==> config.mk <==
export PLATFORM = sky130hd
export DESIGN_NAME = multicycle_control
export DESIGN_NICKNAME = d
export VERILOG_FILES = /design/src/rtl/ctrl_pkg.sv /design/src/rtl/multicycle_control.sv
export SDC_FILE = /design/constraint.sdc
export NUM_CORES = 1
export LEC_CHECK = 0
export ABC_AREA = 1
export CAP_MARGIN = 20
export CORE_MARGIN = 4
export CORE_UTILIZATION = 46
export DETAILED_ROUTE_END_ITERATION = 10
export PLACE_DENSITY_LB_ADDON = 0.2
export SLEW_MARGIN = 10
export SYNTH_ARGS = -nofsm -noshare
export SYNTH_HDL_FRONTEND = slang
export SYNTH_SLANG_ARGS = --single-unit
==> constraint.sdc <==
create_clock -name clk -period 1.47 [get_ports clk]
set_input_delay 0.3675 -clock clk [delete_from_list [all_inputs] [get_ports clk]]
set_output_delay 0.3675 -clock clk [all_outputs]
set_load 0.005 [all_outputs]
==> src/rtl/ctrl_pkg.sv <==
// Shared definitions for the multicycle RV64-subset sequencer: state encoding,
// supported opcodes and the ALU control / operand-select encodings.
package ctrl_pkg;

    typedef enum logic [3:0] {
        ST_START     = 4'd0,
        ST_FETCH     = 4'd1,
        ST_DECODE    = 4'd2,
        ST_EXECUTE   = 4'd3,
        ST_ALU_WB    = 4'd4,
        ST_MEM_ADDR  = 4'd5,
        ST_MEM_READ  = 4'd6,
        ST_MEM_WB    = 4'd7,
        ST_MEM_WRITE = 4'd8,
        ST_BRANCH    = 4'd9,
        ST_TRAP      = 4'd10
    } state_t;

    localparam logic [6:0] OP_RTYPE = 7'b0110011;
    localparam logic [6:0] OP_LD    = 7'b0000011;
    localparam logic [6:0] OP_SD    = 7'b0100011;
    localparam logic [6:0] OP_BEQ   = 7'b1100011;

    localparam logic [1:0] ALUOP_ADD   = 2'b00;
    localparam logic [1:0] ALUOP_SUB   = 2'b01;
    localparam logic [1:0] ALUOP_FUNCT = 2'b10;

    localparam logic [1:0] SRCB_REG  = 2'b00;
    localparam logic [1:0] SRCB_FOUR = 2'b01;
    localparam logic [1:0] SRCB_IMM  = 2'b10;

    // DECODE dispatch: one entry per supported instruction class.
    function automatic state_t dispatch(input logic [6:0] op);
        case (op)
            OP_RTYPE:     dispatch = ST_EXECUTE;
            OP_LD, OP_SD: dispatch = ST_MEM_ADDR;
            OP_BEQ:       dispatch = ST_BRANCH;
            default:      dispatch = ST_TRAP;
        endcase
    endfunction

endpackage

==> src/rtl/multicycle_control.sv <==
// Moore-style multicycle sequencer: one state register drives every datapath
// enable and mux select, handshakes with the shared memory port and counts retirements.
module multicycle_control
    import ctrl_pkg::*;
#(
    parameter int CNT_W = 32
) (
    input  logic             clk,
    input  logic             rst_n,
    input  logic [6:0]       OpCode,
    input  logic             Zero,
    input  logic             mem_ready,
    output logic             mem_req,
    output logic             mem_we,
    output logic             IorD,
    output logic             ir_write,
    output logic             pc_write,
    output logic             pc_src,
    output logic             ALUSrcA,
    output logic [1:0]       ALUSrcB,
    output logic [1:0]       ALUOp,
    output logic             RegWrite,
    output logic             MemToReg,
    output logic             illegal,
    output logic [CNT_W-1:0] ret_count
);

    state_t             state_q, state_d;
    logic               retire_d;
    logic [CNT_W-1:0]   cnt_q;

    always_comb begin
        state_d  = state_q;
        retire_d = 1'b0;
        case (state_q)
            ST_START:     state_d = ST_FETCH;
            ST_FETCH:     if (mem_ready) state_d = ST_DECODE;
            ST_DECODE:    state_d = dispatch(OpCode);
            ST_EXECUTE:   state_d = ST_ALU_WB;
            ST_ALU_WB: begin
                state_d  = ST_FETCH;
                retire_d = 1'b1;
            end
            // IR still holds the ld/sd opcode here, so it selects the access type.
            ST_MEM_ADDR:  state_d = (OpCode == OP_LD) ? ST_MEM_READ : ST_MEM_WRITE;
            ST_MEM_READ:  if (mem_ready) state_d = ST_MEM_WB;
            ST_MEM_WB: begin
                state_d  = ST_FETCH;
                retire_d = 1'b1;
            end
            ST_MEM_WRITE: if (mem_ready) begin
                state_d  = ST_FETCH;
                retire_d = 1'b1;
            end
            ST_BRANCH: begin
                state_d  = ST_FETCH;
                retire_d = 1'b1;
            end
            ST_TRAP:      state_d = ST_TRAP;
            default:      state_d = ST_START;
        endcase
    end

    always_ff @(posedge clk or negedge rst_n) begin
        if (!rst_n) begin
            state_q <= ST_START;
            cnt_q   <= '0;
        end else begin
            state_q <= state_d;
            if (retire_d) cnt_q <= cnt_q + CNT_W'(1);
        end
    end

    // Outputs decode from state only; mem_ready and Zero gate the PC/IR write enables.
    always_comb begin
        mem_req  = 1'b0;
        mem_we   = 1'b0;
        IorD     = 1'b0;
        ir_write = 1'b0;
        pc_write = 1'b0;
        pc_src   = 1'b0;
        ALUSrcA  = 1'b0;
        ALUSrcB  = SRCB_REG;
        ALUOp    = ALUOP_ADD;
        RegWrite = 1'b0;
        MemToReg = 1'b0;
        illegal  = 1'b0;
        case (state_q)
            ST_FETCH: begin
                mem_req  = 1'b1;
                ALUSrcB  = SRCB_FOUR;
                ir_write = mem_ready;
                pc_write = mem_ready;
            end
            ST_DECODE: begin
                ALUSrcB = SRCB_IMM;
            end
            ST_EXECUTE: begin
                ALUSrcA = 1'b1;
                ALUOp   = ALUOP_FUNCT;
            end
            ST_ALU_WB: begin
                RegWrite = 1'b1;
            end
            ST_MEM_ADDR: begin
                ALUSrcA = 1'b1;
                ALUSrcB = SRCB_IMM;
            end
            ST_MEM_READ: begin
                mem_req = 1'b1;
                IorD    = 1'b1;
            end
            ST_MEM_WB: begin
                RegWrite = 1'b1;
                MemToReg = 1'b1;
            end
            ST_MEM_WRITE: begin
                mem_req = 1'b1;
                IorD    = 1'b1;
                mem_we  = 1'b1;
            end
            ST_BRANCH: begin
                ALUSrcA  = 1'b1;
                ALUOp    = ALUOP_SUB;
                pc_src   = 1'b1;
                pc_write = Zero;
            end
            ST_TRAP: begin
                illegal = 1'b1;
            end
            default: ;
        endcase
    end

    assign ret_count = cnt_q;

endmodule

==> key figures, run 1 <==
Timing
  – Max Fclk: ~540 MHz
  – Worst-case clock skew: 11.6 ps
  – Fin crit share: 126%
  – Final Slew Violations: 0
  – RSZ-0062 raised after global routing: yes
  – Final number of setup-violating endpoints: between 40 and 50
  – Final hold viol count: 0
  – Tmin final: 1850 ps
  – PnR worst setup slack: -379 ps
  – Relative slew slack: 68.7%
  – Worst slew pin tran: 470 ps
  – Final hold slack: 108 ps

Die
  – Initial Utilization: 47.4%
  – DIE AREA: 6990 µm²
  – Num rows: 27
  – DIE HEIGHT: 83.6 µm
  – Die width: 83.6 µm
  – I/O pin cnt: 57
  – Core footprint: around 5500 µm²

Detailed routing
  – Drt via density: 5.35
  – WL/cell: 15.6 µm
  – Routed vias: 3,395
  – Remaining DRCs: 0
  – Iteration count of the initial detailed-routing pass: 5
  – Detail Route Antenna Nets: 0
  – WL final: 9.89 mm
  – DRT iter0 DRCs: 324

Synth
  – Area leader, netlist: dfrtp_1
  – #FFs+latches synth: 36
  – Synth cell types: 29
  – Syn_area_per_cell: 6.40 µm²
  – Post-Syn Instances: 411
  – Top cell type's share of synthesized area: 34.3%
  – Top post-synthesis cells by area: dfrtp_1 (34%), nand2_1 (25%), nor2_1 (8.7%)
  – Yosys Warn Count: 0
  – Post-Syn Area: 2630 µm²
  – Mapped Nets: 423
  – Seq/Total Area, Yosys: 34.3%

Worst setup path
  – Max Fanout on Critical Path: 3
  – Critical Path AT: about 1500 ps
  – CP Launch Type: flip-flop
  – Setup CP Type: flip-flop to primary output
  – Worst EP required: approximately 1100 ps
  – Setup crit end kind: primary output

Clock network
  – TritonCTS clock tree: yes
  – Maximum level of the CTS H-tree: 2
  – Clock Sinks: 36
  – Root Driver: clkbuf_8
  – Worst-case clock buffer depth: 2
  – Hold-fix buffers, CTS: 0
  – Skew-Pair Late Insertion Delay: roughly 300 ps
  – Number of CTS-inserted buffers: 5
  – Reg clk slew, reported paths: 80 ps

Cells and area
  – Diodes inserted: 0
  – Util after Layout: 81.4%
  – Filler Cell Count: 358
  – Design Area, Final: between 4000 and 5000 µm²
  – Area of the multi-input gates: 1790 µm²
  – Share of cells above drive strength 1: 39.0%
  – Seq. cell area: ~910 µm²
  – Area growth, synth to finish: 71.5%
  – Nets: 574

Pwr
  – Internal power: 3.64 mW
  – Pwr per Cell Area: approximately 1400 nW/µm²
  – Combinational power share: between 60% and 70%
  – Clock share of power: between 10% and 20%
  – P_sw: 2.50 mW
  – Switching fraction of total power: 40.7%
  – Pleak: 2.35 nW
  – Peak VDD IR: 1.03 mV
  – Total power: 6.14 mW
  – Sequential share of power: 20.6%

Global routing
  – First-pass GRT wire length: approximately 16 mm
  – Overflow after GRT: 0
  – Vias in the first global route: 3,537
  – Largest net degree at the start of global routing: 37
  – Tot GR Track Use: about 28%
  – Initial antenna violation count: 0

Place
  – Final GP Congestion: 0.942
  – I/O Buffers: 56
  – Placed inst area: ~3600 µm²
  – Placement Setup Slack: -510 ps
  – HPWL Detailed: 5.48 mm

Run
  – Max Cap Violations: 0

Outcome
  – Status: finished with violations
  – Failing checks: setup timing

Hold path
  – Worst Hold Class: input pin to async pin
-- what timing repair did --
action	in CTS	in global routing
pin swaps	23	24
hold endpoints to repair	0	0
setup endpoints to repair	78	50
buffers inserted	47	4
cloned	6	0
gates resized for setup	174	58
-- final timing paths --
check	slack (ps)	cells after the start	to	from
setup / recovery	-380	8	ALUSrcA	state_q[3]
hold / removal	110	2	ret_count[6]	rst_n
setup reg to reg	-280	12	ret_count[15]	state_q[3]
hold reg to reg	570	2	ret_count[0]	ret_count[0]
max in group asynchronous	1000	2	ret_count[24]	rst_n
min in group clk	570	2	ret_count[0]	ret_count[0]
-- registers in the layout, indices dropped and copies added, names as in the netlist --
| signal | flops |
|---|---|
| ret_count | 32 |
| state_q | 4 |
-- layout by cell type (no fill, tap or decap), types with 4 or more instances in the layout --
master | Yosys | layout
buf_2 | 0 | 7
nor2_4 | 3 | 14
inv_2 | 1 | 5
xor2_1 | 13 | 13
nor2_2 | 7 | 4
dfrtp_1 | 36 | 27
inv_1 | 43 | 37
buf_4 | 1 | 67
nand3_1 | 27 | 16
buf_12 | 1 | 6
clkdlybuf4s50_1 | 0 | 9
nor2_1 | 61 | 53
nand2_2 | 9 | 32
buf_6 | 4 | 23
nand3_2 | 0 | 10
nand2_4 | 1 | 12
clkbuf_8 | 0 | 7
buf_16 | 0 | 4
nand4_1 | 8 | 8
dlygate4sd2_1 | 0 | 31
o21ai_2 | 3 | 5
dfrtp_2 | 0 | 9
nand2_1 | 176 | 140
-- cell families (layout without fill, tap and decap cells) --
kind of cell / after synthesis / after routing / synth area share, %
AOI/OAI and AO/OA: 10 / 10 / 2.38
buffers and inverters: 53 / 204 / 9.71
and+or+nand+nor: 297 / 297 / 48.5
adders and majority gates: 1 / 1 / 0.476
xor gates and xnor gates: 14 / 14 / 4.66
DFF: 36 / 36 / 34.3
-- cells in the mapped netlist, drive strengths merged --
| master | n |
|---|---|
| nand4 | 8 |
| nand2 | 186 |
| a31oi | 1 |
| buf | 6 |
| nand3b | 1 |
| dfrtp | 36 |
| nand3 | 27 |
| xor2 | 13 |
| inv | 45 |
| xnor2 | 1 |
| a21oi | 1 |
| nor2 | 71 |
| ha | 1 |
| o21ai | 8 |
| clkinv | 1 |
| clkbuf | 1 |
| nor3 | 4 |
-- critical path: stages (launching register included) --
cell and delay, ps:
dfrtp_1 420, buf_6 140, nor2_4 130, inv_2 70, buf_6 130, nor2_4 90, nor2_1 50, nand2_1 40
buf_2 110
-- power groups by stage --
stage | registers, mW | clock network (mW) | logic, mW
global route | 1.28 | 0.832 | 4.35
CTS | 1.24 | 0.790 | 3.77
finish | 1.26 | 0.792 | 4.09
floorplan | 1.29 | 0 | 1.21
detailed placement | 1.27 | 0 | 2.34
global placement | 1.26 | 0 | 2.32
-- layer usage --
layer / global-route usage, % / up-vias / wire, µm
li1: - / 1560 / -
met1: 30.2 / 1607 / 3730
met2: 49.2 / 176 / 4980
met3: 8.19 / 52 / 815
met4: 12.6 / 0 / 365
met5: 0 / - / 0
-- area by class of cell --
cell class / instances / share of cell area [%]
Sequential cell: 36 / 20.2
Multi-Input combinational cell: 322 / 39.7
Clock buffer: 7 / 2.14
Tap cell: 72 / 2.00
Timing Repair Buffer: 151 / 31.5
Inverter: 46 / 4.44
-- metrics by stage --
step           TNS [ps]  std cells
2_1_floorplan         0        411
3_3_place_gp     -11950        578
3_5_place_dp     -12800        578
4_1_cts           -9210        636
5_1_grt          -14580        634
6_report         -11690        634
Note: power is estimated with default switching activity, not from simulation.
==> inputs of run 2 (changes only) <==
--- a/config.mk
+++ b/config.mk
@@ -7,8 +7,10 @@
 export LEC_CHECK = 0
 export ABC_AREA = 1
 export CAP_MARGIN = 20
+export CELL_PAD_IN_SITES_DETAIL_PLACEMENT = 0
+export CELL_PAD_IN_SITES_GLOBAL_PLACEMENT = 2
 export CORE_MARGIN = 4
-export CORE_UTILIZATION = 46
+export CORE_UTILIZATION = 24
 export DETAILED_ROUTE_END_ITERATION = 10
 export PLACE_DENSITY_LB_ADDON = 0.2
 export SLEW_MARGIN = 10
==> run 2 against run 1 <==
  * The flow still finishes with violations (setup timing)
  * Maximum frequency rose by 4.4%
  * Wire length fell by 8.9%
  * Global-route usage fell by 13 points
  * Utilization fell by 38 points
  * Sequential share of layout area fell by 0.067 points
  * Worst hold slack got worse by 80 ps
  * Cell area rose by 0.19%
  * Critical path type unchanged
  * Largest cell class unchanged
  * Largest power group unchanged
==> key figures, run 2 (synthesis results as in run 1) <==
Detailed routing
  – Detail Route Antenna Nets: 0 (unchanged)
  – Iteration count of the initial detailed-routing pass: 4 (-1)
  – WL final: 9.01 mm (-8.9%)
  – Remaining DRCs: 0 (unchanged)
  – WL/cell: 12.4 µm (-20%)
  – Routed vias: 3,047 (-10%)
  – DRT iter0 DRCs: 95 (-71%)
  – Drt via density: 4.21 (-21%)

Clock network
  – Clock Sinks: 36 (unchanged)
  – Maximum level of the CTS H-tree: 2 (unchanged)
  – Reg clk slew, reported paths: 80 ps (about the same)
  – Number of CTS-inserted buffers: 5 (unchanged)
  – TritonCTS clock tree: yes
  – Root Driver: clkbuf_8
  – Skew-Pair Late Insertion Delay: 290 ps (about the same)
  – Worst-case clock buffer depth: 2 (unchanged)

Place
  – Placed inst area: 3850 µm² (+7.6%)
  – Placement Setup Slack: -454 ps (+56.4 ps)
  – I/O Buffers: 56 (unchanged)
  – Final GP Congestion: 0.758 (-19%)
  – Dpl cells: 664 (+15%)
  – HPWL Detailed: 6.53 mm (+19%)

Global routing
  – Layer carrying the most global-route usage: met2
  – Tot GR Track Use: 14.5% (-13 points)
  – Met3 Usage GRT: 2.64% (-5.6 points)
  – First-pass GRT wire length: 14.9 mm (-7.1%)
  – Largest net degree at the start of global routing: 37 (unchanged)
  – M1 GR Usage: 20.0% (-10 points)
  – Initial antenna violation count: 0 (unchanged)
  – Overflow after GRT: 0 (unchanged)
  – Vias in the first global route: 3,078 (-13%)
  – Grt met2 use: 23.9% (-25 points)

Cells and area
  – Nets: 599 (+4.4%)
  – Most common cell after layout, fill and taps aside: nand2_1
  – Area growth, synth to finish: 71.8%
  – Max FFs per register: 32 (unchanged)
  – Most frequent cells in the layout: nand2_1 (169), buf_4 (100), nor2_1 (54), inv_1 (36), dfrtp_1 (28)
  – Design Area, Final: 4520 µm² (+0.19%)
  – Post-Layout Cell Count: 724 (+14%)
  – Diodes inserted: 0 (unchanged)
  – Share of cells above drive strength 1: 35.4% (-3.6 points)

Timing
  – PnR worst setup slack: -302 ps (+77.1 ps)
  – Worst-case clock skew: 9.93 ps (-1.65 ps)
  – Final hold viol count: 0 (unchanged)
  – Tmin final: 1770 ps (-77.1 ps)
  – Max Fclk: 564 MHz (+4.4%)
  – Fin crit share: 121% (-5.2 points)
  – RSZ-0062 raised after global routing: yes
  – Final number of setup-violating endpoints: 46 (-4.2%)
  – Final hold slack: 28.5 ps (-79.6 ps)
  – Relative slew slack: 79.8% (+11 points)
  – Final Slew Violations: 0 (unchanged)
  – Worst slew pin tran: 302 ps (-168 ps)

Die
  – Die width: 113 µm (+35%)
  – Core footprint: 10,500 µm² (+90%)
  – Num rows: 37 (+37%)
  – DIE AREA: 12,700 µm² (+82%)
  – I/O pin cnt: 57 (unchanged)
  – Initial Utilization: 25.0% (-22 points)
  – DIE HEIGHT: 113 µm (+35%)

Pwr
  – Switching fraction of total power: 38.4% (-2.3 points)
  – Internal power: 3.42 mW (-6.2%)
  – P_sw: 2.13 mW (-15%)
  – Peak VDD IR: 0.779 mV (-25%)
  – Combinational power share: 61.1% (-5.4 points)
  – Sequential share of power: 22.5% (+1.9 points)
  – Clock share of power: 16.4% (+3.5 points)
  – Pwr per Cell Area: 1230 nW/µm² (-9.9%)
  – Pleak: 2.35 nW (about the same)

Worst setup path
  – Worst EP required: 1100 ps (about the same)
  – CP Launch Type: flip-flop
  – Setup CP Type: flip-flop to primary output
  – Critical Path AT: 1400 ps (-80 ps)
  – Max Fanout on Critical Path: 3 (unchanged)
  – Setup crit end kind: primary output

Outcome
  – Failing checks: setup timing
  – Status: finished with violations

Hold path
  – Worst Hold Class: input pin to async pin

Run
  – Max Cap Violations: 0 (unchanged)
-- run 2: routing by layer --
metal / vias to the layer above / share of wire (%)
li1: 1610 / -
met1: 1379 / 49
met2: 53 / 46
met3: 5 / 4.3
met4: 0 / 0.62
met5: - / 0
-- run 2: area by class of cell --
type	count	area (µm²)
timing repair buffer	176	1540
clock inverter	2	35.0
tap	136	170
inverter	46	183
multi-input combinational	322	1600
clock buffer	6	72.6
fill	1110	5990
sequential	36	911
-- run 2: timing repair --
action	CTS	global route
gates cloned	1	2
hold buffers	0	0
resized for setup	140	26
setup buffers	43	6
pin swaps	8	7
endpoints found under the setup margin	78	58
-- run 2: power groups by stage --
stage	Sequential [mW]	Combinational, mW	Clock [mW]
global placement	1.27	2.42	0
finish	1.25	3.39	0.908
global route	1.27	3.66	0.985
detailed placement	1.28	2.41	0
CTS	1.24	3.11	0.935
floorplan	1.29	1.21	0
-- run 2: worst paths after layout --
path | startpoint | to | slack [ps] | depth (start not counted)
max in group asynchronous | rst_n | ret_count[25] | 1220 | 2
min in group clk | ret_count[20] | ret_count[20] | 590 | 3
worst min-delay path | rst_n | ret_count[2] | 30 | 2
worst max register to register | state_q[2] | ret_count[6] | -270 | 12
worst max-delay path | state_q[2] | pc_src | -300 | 5
worst min register to register | ret_count[20] | ret_count[20] | 590 | 3
-- run 2: metrics by stage --
step	setup TNS (ps)	util (%)	total power [mW]
after floorplan	0	-	2.50
after global placement	-14020	36.6	3.69
after detailed placement	-14040	36.6	3.69
after CTS	-11320	41.9	5.29
after global routing	-15030	43.0	5.92
final	-10930	43.0	5.54
-- run 2: critical path, cell delays in order (launching register included) --
cell and delay (ps):
dfrtp_2 450, nor2_4 160, inv_2 60, nor2_4 100, buf_4 140, clkdlybuf4s15_1 200
==> inputs of run 3 (changes only) <==
--- a/config.mk
+++ b/config.mk
@@ -12,7 +12,8 @@
 export CORE_MARGIN = 4
 export CORE_UTILIZATION = 24
 export DETAILED_ROUTE_END_ITERATION = 10
-export PLACE_DENSITY_LB_ADDON = 0.2
+export PLACE_DENSITY = 0.78
+export SETUP_SLACK_MARGIN = 0.05
 export SLEW_MARGIN = 10
 export SYNTH_ARGS = -nofsm -noshare
 export SYNTH_HDL_FRONTEND = slang
==> run 3 against run 2 <==
  * The flow still finishes with violations (setup timing)
  * Clock power shrank 17%
  * Worst hold slack lost 1.9 ps
  * Flip-flop and latch count is the same
  * Combinational power grew 42%
  * Clock-buffer cell count grew 2
  * Die area is the same
  * Non-clock buffer count grew 2
  * First-iteration DRC count grew 24%
  * Sequential share of layout area shrank 1.7 points
  * Maximum frequency shrank 1.9%
  * Critical path type unchanged
==> key figures, run 3 (synthesis results as in run 1) <==
Place
  – Final GP Congestion: 0.793 (+4.5%)
  – HPWL Detailed: 6.25 mm (-4.3%)
  – I/O Buffers: 56 (unchanged)
  – Placement Setup Slack: -468 ps (-14.0 ps)

Detailed routing
  – Iteration count of the initial detailed-routing pass: 4 (unchanged)
  – WL final: 9.19 mm (+2.0%)
  – Drt via density: 4.27 (+1.5%)
  – DRT iter0 DRCs: 118 (+24%)
  – Remaining DRCs: 0 (unchanged)
  – Detail Route Antenna Nets: 0 (unchanged)
  – WL/cell: 12.7 µm (+1.7%)
  – Routed vias: 3,102 (+1.8%)

Clock network
  – TritonCTS clock tree: yes
  – Reg clk slew, reported paths: 80 ps (about the same)
  – Number of CTS-inserted buffers: 5 (unchanged)
  – Root Driver: clkbuf_8
  – Skew-Pair Late Insertion Delay: 290 ps (about the same)
  – Worst-case clock buffer depth: 2 (unchanged)
  – Clock Sinks: 36 (unchanged)
  – Hold-fix buffers, CTS: 0 (unchanged)
  – Maximum level of the CTS H-tree: 2 (unchanged)

Worst setup path
  – Critical-path top delay cell: dfrtp_1
  – R2R cell count: 13 (+1)
  – Cell family with most CP delay: buffers and inverters
  – CP Launch Type: flip-flop
  – Critical Path AT: 1440 ps (+40 ps)
  – R2R setup slack: -320 ps (-50 ps)
  – FF-to-FF End: ret_count[18]
  – Worst r2r src: state_q[3]
  – CP bufs+invs: 5 (+2)
  – Setup CP Type: flip-flop to primary output
  – Largest stage delay, worst path: 420 ps (-30 ps)
  – Max Fanout on Critical Path: 2 (-1)
  – CP cell instances: inv_2 > nor2_4 > inv_2 > nor2_4 > buf_4 > buf_6 > nor2_2 > nand2_1 > buf_2
  – Worst EP required: 1100 ps (about the same)
  – Origin of the worst setup path: state_q[3]
  – Setup crit end kind: primary output

Run
  – Max Cap Violations: 0 (unchanged)

Die
  – Core footprint: 10,500 µm² (unchanged)
  – DIE HEIGHT: 113 µm (unchanged)
  – Die width: 113 µm (unchanged)
  – Num rows: 37 (unchanged)
  – I/O pin cnt: 57 (unchanged)
  – Initial Utilization: 25.0% (unchanged)
  – DIE AREA: 12,700 µm² (unchanged)

Cells and area
  – Max FFs per register: 32 (unchanged)
  – Diodes inserted: 0 (unchanged)
  – Most frequent cells in the layout: nand2_1 (129), buf_4 (81), nor2_1 (53), nand2_2 (37), inv_1 (34)
  – Most common cell after layout, fill and taps aside: nand2_1
  – Share of cells above drive strength 1: 44.4% (+9.0 points)
  – Nets: 601 (+0.33%)
  – Area growth, synth to finish: 89.4%

Timing
  – RSZ-0062 raised after global routing: yes
  – Worst-case clock skew: 5.39 ps (-4.54 ps)
  – Worst slew pin tran: 367 ps (+64.9 ps)
  – Fin crit share: 123% (+2.3 points)
  – Final hold viol count: 0 (unchanged)
  – PnR worst setup slack: -336 ps (-34.1 ps)
  – Final hold slack: 26.6 ps (-1.89 ps)
  – Total Negative Setup Slacks: -11,100 ps (-174 ps)
  – Tmin final: 1810 ps (+34.1 ps)
  – Final number of setup-violating endpoints: 47 (+2.2%)
  – Final Slew Violations: 0 (unchanged)
  – Max Fclk: 554 MHz (-1.9%)
  – Relative slew slack: 75.4% (-4.3 points)

Outcome
  – Status: finished with violations
  – Failing checks: setup timing

Global routing
  – Largest net degree at the start of global routing: 37 (unchanged)
  – Initial antenna violation count: 0 (unchanged)
  – Overflow after GRT: 0 (unchanged)
  – Vias in the first global route: 3,195 (+3.8%)
  – First-pass GRT wire length: 15.2 mm (+2.1%)
  – Tot GR Track Use: 14.7% (+0.20 points)

Pwr
  – Peak VDD IR: 1.03 mV (+33%)
  – Pleak: 2.54 nW (+8.1%)
  – Pwr per Cell Area: 1370 nW/µm² (+12%)
  – Total power: 6.82 mW (+23%)

Hold path
  – Worst Hold Class: input pin to async pin
run 3: cell types whose count changed in the layout (fill, tap and decap cells not counted), moves of 4 or more:
cell,delta
nand3_1,-5
dfrtp_1,-5
nand2_2,+24
buf_12,+5
dfrtp_2,+5
nand2_4,+14
nand2_1,-40
buf_6,+17
buf_16,+6
clkdlybuf4s15_1,-5
nand3_2,+4
buf_4,-19
run 3: where the power goes:
part           switching [mW]  internal, mW  leakage [nW]
logic                    2.12          2.68          2.02
registers               0.129          1.13         0.471
clock network           0.374         0.383        0.0455
run 3: through the flow:
step | cells | cell area (µm²) | util (%)
floorplan | 411 | 2630 | -
global placement | 656 | 3800 | 36.2
detailed placement | 656 | 3800 | 36.2
CTS | 726 | 4760 | 45.3
global route | 726 | 4980 | 47.4
finish | 726 | 4980 | 47.4
run 3: per-layer routing:
layer / vias to the layer above / part of all wire [%] / global-route usage [%]
met2: 54 / 49 / 25.6
met4: 0 / 1.0 / 3.04
met1: 1427 / 47 / 19.4
met5: - / 0 / 0
li1: 1615 / - / -
met3: 6 / 3.3 / 2.16
run 3: worst reg2reg max path, cell delays in order (launching register included):
cell and delay [ps]:
dfrtp_1 420, inv_2 100, nor2_4 40, inv_2 80, nor2_4 40, buf_6 110, buf_6 110, nor2_4 160
nand2_8 90, buf_12 140, buf_12 130, buf_16 140, nand4_1 70, nand2_1 50
run 3: worst max path at each step:
stage	to	slack, ps	depth (start not counted)
floorplan	ret_count[30]	60	10
detailed placement	pc_write	-470	4
CTS	pc_write	-390	7
global placement	pc_write	-450	4
finish	ALUSrcA	-340	9
global route	pc_write	-430	9
run 3: area by class of cell:
type / instances / area (µm²)
Multi-Input combinational cell: 322 / 1830
Tap cell: 136 / 170
Sequential cell: 36 / 917
Inverter: 46 / 206
Clock buffer: 8 / 90.1
Timing Repair Buffer: 178 / 1760
Fill cell: 1036 / 5530
run 3: repair_timing:
action | CTS | global route
pin swaps | 32 | 32
cloned | 8 | 0
resized for setup | 189 | 86
buffers inserted | 56 | 4
endpoints found under the setup margin | 79 | 55
